--- config.mk ---
export PLATFORM = sky130hd
export DESIGN_NAME = mmu_pe_dbuf
export DESIGN_NICKNAME = d
export VERILOG_FILES = /design/src/rtl/mmu_pkg.sv /design/src/rtl/mmu_mac.sv /design/src/rtl/mmu_pe_dbuf.sv
export SDC_FILE = /design/constraint.sdc
export NUM_CORES = 1
export LEC_CHECK = 0
export BUFFER_PORTS_ARGS = -buffer_cell sky130_fd_sc_hd__buf_2
export CORE_AREA = 2 2 98 100
export CTS_CLUSTER_DIAMETER = 40
export DETAILED_ROUTE_END_ITERATION = 8
export DIE_AREA = 0 0 100 102
export HOLD_SLACK_MARGIN = 0.05
export PLACE_DENSITY_LB_ADDON = 0.08
export RECOVER_POWER = 25
export SYNTH_ARGS = -nofsm -noshare
export SYNTH_HDL_FRONTEND = slang
export SYNTH_HIERARCHICAL = 1
export SYNTH_SLANG_ARGS = --single-unit
--- constraint.sdc ---
create_clock -name clk -period 5.1 [get_ports clk]
set_input_delay 0 -clock clk [delete_from_list [all_inputs] [get_ports clk]]
set_output_delay 0 -clock clk [all_outputs]
set_load 0.05 [all_outputs]
--- src/rtl/mmu_pkg.sv ---
// Shared defaults, saturation limits and overflow classification for the MMU
// processing elements.
package mmu_pkg;

    localparam int unsigned DEF_DATA_W = 8;
    localparam int unsigned DEF_ACC_W  = 16;
    localparam int unsigned MAX_ACC_W  = 64;

    typedef logic [MAX_ACC_W:0] wide_t;

    typedef enum logic [1:0] {
        OVF_NONE = 2'd0,
        OVF_HIGH = 2'd1,
        OVF_LOW  = 2'd2
    } ovf_kind_e;

    function automatic bit acc_w_ok(input int unsigned data_w, input int unsigned acc_w);
        return (acc_w >= 2 * data_w) && (acc_w <= MAX_ACC_W) && (data_w > 0);
    endfunction

    function automatic wide_t sat_max(input int unsigned acc_w, input bit sgn);
        wide_t one;
        one = wide_t'(1);
        if (sgn) begin
            return (one << (acc_w - 1)) - one;
        end
        return (one << acc_w) - one;
    endfunction

    // Only the low acc_w bits are meaningful; the signed minimum is 1 followed by zeros.
    function automatic wide_t sat_min(input int unsigned acc_w, input bit sgn);
        wide_t one;
        one = wide_t'(1);
        if (sgn) begin
            return one << (acc_w - 1);
        end
        return '0;
    endfunction

endpackage

--- src/rtl/mmu_mac.sv ---
// Combinational multiply-accumulate with overflow detection and optional
// clamping; the sum is formed one bit wider than the accumulator.
module mmu_mac
    import mmu_pkg::*;
#(
    parameter int unsigned DATA_W   = DEF_DATA_W,
    parameter int unsigned ACC_W    = DEF_ACC_W,
    parameter bit          SIGNED   = 1'b0,
    parameter bit          SATURATE = 1'b0
) (
    input  logic [DATA_W-1:0] data,
    input  logic [DATA_W-1:0] weight,
    input  logic [ACC_W-1:0]  sum,
    output logic [ACC_W-1:0]  result,
    output logic              ovf_hit
);

    localparam int unsigned PW = 2 * DATA_W;
    localparam logic [ACC_W-1:0] MAX_V = ACC_W'(sat_max(ACC_W, SIGNED));
    localparam logic [ACC_W-1:0] MIN_V = ACC_W'(sat_min(ACC_W, SIGNED));

    logic [PW-1:0]    a_x;
    logic [PW-1:0]    b_x;
    logic [PW-1:0]    prod;
    logic [ACC_W:0]   prod_e;
    logic [ACC_W:0]   sum_e;
    logic [ACC_W:0]   total;
    ovf_kind_e        kind;

    always_comb begin
        // Extending operands to the product width keeps the low PW bits of the
        // product exact for both signed and unsigned operands.
        a_x    = {{DATA_W{SIGNED & data[DATA_W-1]}}, data};
        b_x    = {{DATA_W{SIGNED & weight[DATA_W-1]}}, weight};
        prod   = a_x * b_x;
        prod_e = {{(ACC_W + 1 - PW){SIGNED & prod[PW-1]}}, prod};
        sum_e  = {SIGNED & sum[ACC_W-1], sum};
        total  = prod_e + sum_e;

        kind = OVF_NONE;
        if (SIGNED) begin
            if (total[ACC_W] != total[ACC_W-1]) begin
                kind = total[ACC_W] ? OVF_LOW : OVF_HIGH;
            end
        end else if (total[ACC_W]) begin
            kind = OVF_HIGH;
        end

        ovf_hit = (kind != OVF_NONE);
        result  = total[ACC_W-1:0];
        if (SATURATE) begin
            case (kind)
                OVF_HIGH: result = MAX_V;
                OVF_LOW:  result = MIN_V;
                default:  result = total[ACC_W-1:0];
            endcase
        end
    end

endmodule

--- src/rtl/mmu_pe_dbuf.sv ---
// Systolic MMU processing element with a shadow weight chain; a swap wavefront
// commits the shadow weight without draining the pipeline.
module mmu_pe_dbuf
    import mmu_pkg::*;
#(
    parameter int unsigned DATA_W   = DEF_DATA_W,
    parameter int unsigned ACC_W    = DEF_ACC_W,
    parameter bit          SIGNED   = 1'b0,
    parameter bit          SATURATE = 1'b0
) (
    input  logic              clk,
    input  logic              reset,
    input  logic              stall,
    input  logic              active_in,
    input  logic [DATA_W-1:0] data_in,
    input  logic [ACC_W-1:0]  sum_in,
    input  logic              wload_in,
    input  logic [DATA_W-1:0] w_in,
    input  logic              wswap_in,
    output logic              active_out,
    output logic [DATA_W-1:0] data_out,
    output logic [ACC_W-1:0]  sum_out,
    output logic              wload_out,
    output logic [DATA_W-1:0] w_out,
    output logic              wswap_out,
    output logic              ovf
);

    if (!acc_w_ok(DATA_W, ACC_W)) begin : g_acc_w_check
        $error("mmu_pe_dbuf: ACC_W must be >= 2*DATA_W and <= 64");
    end

    logic [DATA_W-1:0] weight;
    logic [DATA_W-1:0] shadow;
    logic              shadow_vld;
    logic [ACC_W-1:0]  mac_result;
    logic              mac_ovf;
    logic              do_swap;

    mmu_mac #(
        .DATA_W   (DATA_W),
        .ACC_W    (ACC_W),
        .SIGNED   (SIGNED),
        .SATURATE (SATURATE)
    ) u_mac (
        .data    (data_in),
        .weight  (weight),
        .sum     (sum_in),
        .result  (mac_result),
        .ovf_hit (mac_ovf)
    );

    always_comb begin
        do_swap = wswap_in && shadow_vld;
    end

    always_ff @(posedge clk) begin
        if (reset) begin
            active_out <= 1'b0;
            data_out   <= '0;
            sum_out    <= '0;
            wload_out  <= 1'b0;
            w_out      <= '0;
            wswap_out  <= 1'b0;
            ovf        <= 1'b0;
            weight     <= '0;
            shadow     <= '0;
            shadow_vld <= 1'b0;
        end else if (!stall) begin
            active_out <= active_in;
            if (active_in) begin
                data_out <= data_in;
                sum_out  <= mac_result;
                if (mac_ovf) begin
                    ovf <= 1'b1;
                end
            end else begin
                data_out <= '0;
                sum_out  <= '0;
            end

            wload_out <= wload_in;
            if (wload_in) begin
                shadow <= w_in;
                w_out  <= shadow;
            end else begin
                w_out  <= '0;
            end

            // The MAC above already used the pre-swap weight, and a same-cycle
            // load keeps the chain valid because the new shadow arrives with it.
            wswap_out <= wswap_in;
            if (do_swap) begin
                weight <= shadow;
            end
            if (wload_in) begin
                shadow_vld <= 1'b1;
            end else if (do_swap) begin
                shadow_vld <= 1'b0;
            end
        end
    end

endmodule

==> impl_metrics.env <==
export IMPL_dieHeight_um=102
export IMPL_synth_compound_area_share_pct=13.8
export IMPL_rows=35
export IMPL_ir_drop_uv=154
export IMPL_multi_input_area_um2=2950
export IMPL_dp_hpwl_mm=8.36
export IMPL_htree_levels=2
export IMPL_critical_path_top_delay_family="adder cells"
export IMPL_synth_top_family_by_area="adder cells"
export IMPL_worst_path_buf_inv=2
export IMPL_ios=74
export IMPL_gp_congestion=0.851
export IMPL_drt_initial_drc_count=172
export IMPL_grt_pass1_wl_mm=17.7
export IMPL_grt_max_degree=54
export IMPL_clk_pin_slew_ns=0.11
export IMPL_grt_use_total_pct=22.1
export IMPL_numPortBuffers=73
export IMPL_viasPerCell=5.17
export IMPL_cts_tree="yes"
export IMPL_dr_pass1_iters=4
export IMPL_failed_checks="capacitance limit, slew limit"
export IMPL_maxCapViolCount=1
export IMPL_ff_latch_area_um2=1060
export IMPL_fmax_ghz=0.218
export IMPL_start_util_pct=49.5
export IMPL_p_leak_uw=0.00240
export IMPL_antenna_found_initial=0
export IMPL_dieWidth_um=100
export IMPL_numCtsBuffers=5
export IMPL_rsz0062_at_grt="false"
export IMPL_finClkSkew_ns=0.00882
export IMPL_crit_path_start_kind="register"
export IMPL_placed_cells=688
export IMPL_clock_latency_ns=0.31
export IMPL_yosysTopAreaCellShare_pct=23.5
export IMPL_fin_crit_sh_pct=90.0
export IMPL_worst_slack_ns=0.512
export IMPL_synth_area_leader_cell="dfxtp_1"
export IMPL_setup_viol=0
export IMPL_worst_setup_path_type="register to register"
export IMPL_crit_path_max_fanout=9
export IMPL_synth_xor_area_share_pct=1.75
export IMPL_synth_area_leaders="dfxtp_1 24%, fa_1 23%, ha_1 10%, inv_1 8.0%, nand2_1 6.2%"
export IMPL_synth_main_ff_cell="dfxtp_1"
export IMPL_crit_path_top_delay_cell="fa_1"
export IMPL_synth_fa_ha_area_share_pct=32.6
export IMPL_worst_pin_slew_ns=1.85
export IMPL_clock_sinks=53
export IMPL_power_density_nw_per_um2=171
export IMPL_slew_headroom_pct=-23.1
export IMPL_synthMuxAreaShare_pct=0.222
export IMPL_synthSimpleGateAreaFrac_pct=17.0
export IMPL_postCtsHoldBufs=9
export IMPL_detail_route_wl_per_cell_um=15.3
export IMPL_vias=3648
export IMPL_antenna_left=0
export IMPL_crit_chain="and2_1, fa_1, fa_1, fa_1, inv_1, fa_1, inv_1, ha_1, a2111oi_2, o21ai_1, a31o_1, xor2_1, a22oi_1, nor2_1"
export IMPL_ys_async_sr_fraction_pct=0
export IMPL_synthesis_nets=650
export IMPL_hold_ws_ns=0.0530
export IMPL_netlist_area_um2=4510
export IMPL_core_region_area_um2=9110
export IMPL_fin_nets=718
export IMPL_post_synth_cell_area_avg_um2=8.59
export IMPL_diodes=0
export IMPL_outcome="finished, violations left"
export IMPL_netlist_instances=525
export IMPL_synth_edff_count=0
export IMPL_final_hold_viol_count=0
export IMPL_final_layout_size_suffix_gt1_share_pct=10.9
export IMPL_arrival_ns=4.76
export IMPL_total_power_uw=862
export IMPL_drc=0
export IMPL_drv_slew=42
export IMPL_crit_required_ns=5.28
export IMPL_critPathCaptureType="register"
export IMPL_yosys_register_bits=53
export IMPL_wl_mm=10.8
export IMPL_cts_setup_buffers=0
export IMPL_hp_class="primary input to register"
export IMPL_pre_cts_ws_ns=0.503
export IMPL_grt_overflow=0
export IMPL_dieArea_um2=10200
export IMPL_cts_resized_gates=0
export IMPL_yosysSeqAreaShare_pct=23.5
export IMPL_synthDistinctLibCells=47
export IMPL_ys_warn_count=6
export IMPL_setup_tns_ns=0
export IMPL_clock_path_buffers=2
export IMPL_grt_pass1_vias=3631
export IMPL_cpPeakStageDelay_ns=0.57
export IMPL_area_growth_synth_to_final_pct=11.6
export IMPL_instances_no_fill=705
export IMPL_cp_common_cell="fa_1"
export IMPL_root_buffer="clkbuf_8"
export IMPL_n_fill_cell=900
export IMPL_min_period_ns=4.59
-- cell families (layout without fill, tap and decap cells) --
kind of cell    count (synthesis)  after routing
compound gates                 90             90
simple gates                  167            167
fa+ha+maj                      87             87
xor+xnor                        9              9
buf+inv                       118            187
flops                          53             53
mux                             1              1
-- flip-flops by register name, summed over array words and instances (netlist names) --
name / count
wload_out: 1
wswap_out: 1
shadow: 8
weight: 8
ovf: 1
active_out: 1
sum_out: 16
shadow_vld: 1
w_out: 8
data_out: 8
-- final cells by class --
type / count / share of cell area, %
clock inverters: 2 / 0.298
clock buffers: 6 / 1.44
multi-input cells: 354 / 58.6
flip-flops and latches: 53 / 21.1
well taps: 111 / 2.76
repair buffers: 83 / 8.65
inverters: 96 / 7.16
-- layout by cell type, fill, tap and decap left out, types with 3 or more instances in the layout --
| master | netlist | routed |
|---|---|---|
| a211oi_1 | 3 | 3 |
| a21oi_1 | 31 | 31 |
| a22oi_1 | 32 | 32 |
| a311oi_1 | 3 | 3 |
| and2_1 | 30 | 30 |
| buf_2 | 5 | 51 |
| clkbuf_1 | 7 | 23 |
| clkbuf_8 | 0 | 5 |
| dfxtp_1 | 53 | 53 |
| dlygate4sd3_1 | 0 | 9 |
| fa_1 | 51 | 51 |
| ha_1 | 36 | 36 |
| inv_1 | 96 | 96 |
| nand2_1 | 75 | 75 |
| nor2_1 | 40 | 40 |
| nor2b_1 | 6 | 5 |
| o21ai_0 | 3 | 3 |
| xnor2_1 | 6 | 6 |
| xor2_1 | 3 | 3 |
-- per-stage QoR --
step           area (um2)  util, %
2_1_floorplan        4510        -
3_3_place_gp         4880     53.6
3_5_place_dp         4880     53.6
4_1_cts              5060     55.6
5_1_grt              5030     55.3
6_report             5030     55.3
-- cells in the mapped netlist, types with 2 or more instances --
master and instances:
inv_1 96, nand2_1 75, dfxtp_1 53, fa_1 51, nor2_1 40, ha_1 36
a22oi_1 32, a21oi_1 31, and2_1 30, clkbuf_1 7, buf_4 6, nor2b_1 6
xnor2_1 6, buf_2 5, buf_6 4, a211oi_1 3, a311oi_1 3, o21ai_0 3
xor2_1 3, a21o_1 2, a221oi_1 2, a31o_1 2, and3_1 2, nand2b_1 2
nor3_1 2, o221ai_1 2
-- power by group --
group	internal (uW)	switching (uW)	total, uW
registers	427	9.13	436
logic	59.6	119	179
clock network	97.3	150	247
-- routing by layer --
metal | wire (um) | up-vias | global-route usage, %
met2 | 5150 | 78 | 37.2
met4 | 106 | 0 | 5.06
met1 | 5150 | 1747 | 30.9
met5 | 0 | - | 0
met3 | 411 | 10 | 2.60
li1 | - | 1813 | -
-- worst paths after layout --
check,start,endpoint,depth (start not counted),slack [ns]
min reg2reg,wload_out,wload_out,2,0.47
min,sum_in[0],sum_out[0],4,0.05
max reg2reg,weight[5],sum_out[12],14,0.51
max,weight[5],sum_out[12],14,0.51
-- worst reg2reg max path, stage by stage, from the launching register on --
cell	delay [ns]
dfxtp_1	0.52
and2_1	0.21
fa_1	0.45
fa_1	0.52
fa_1	0.57
inv_1	0.06
fa_1	0.54
inv_1	0.05
ha_1	0.38
a2111oi_2	0.33
o21ai_1	0.20
a31o_1	0.28
xor2_1	0.15
a22oi_1	0.15
nor2_1	0.06
Power figures use the tool's default switching activity.
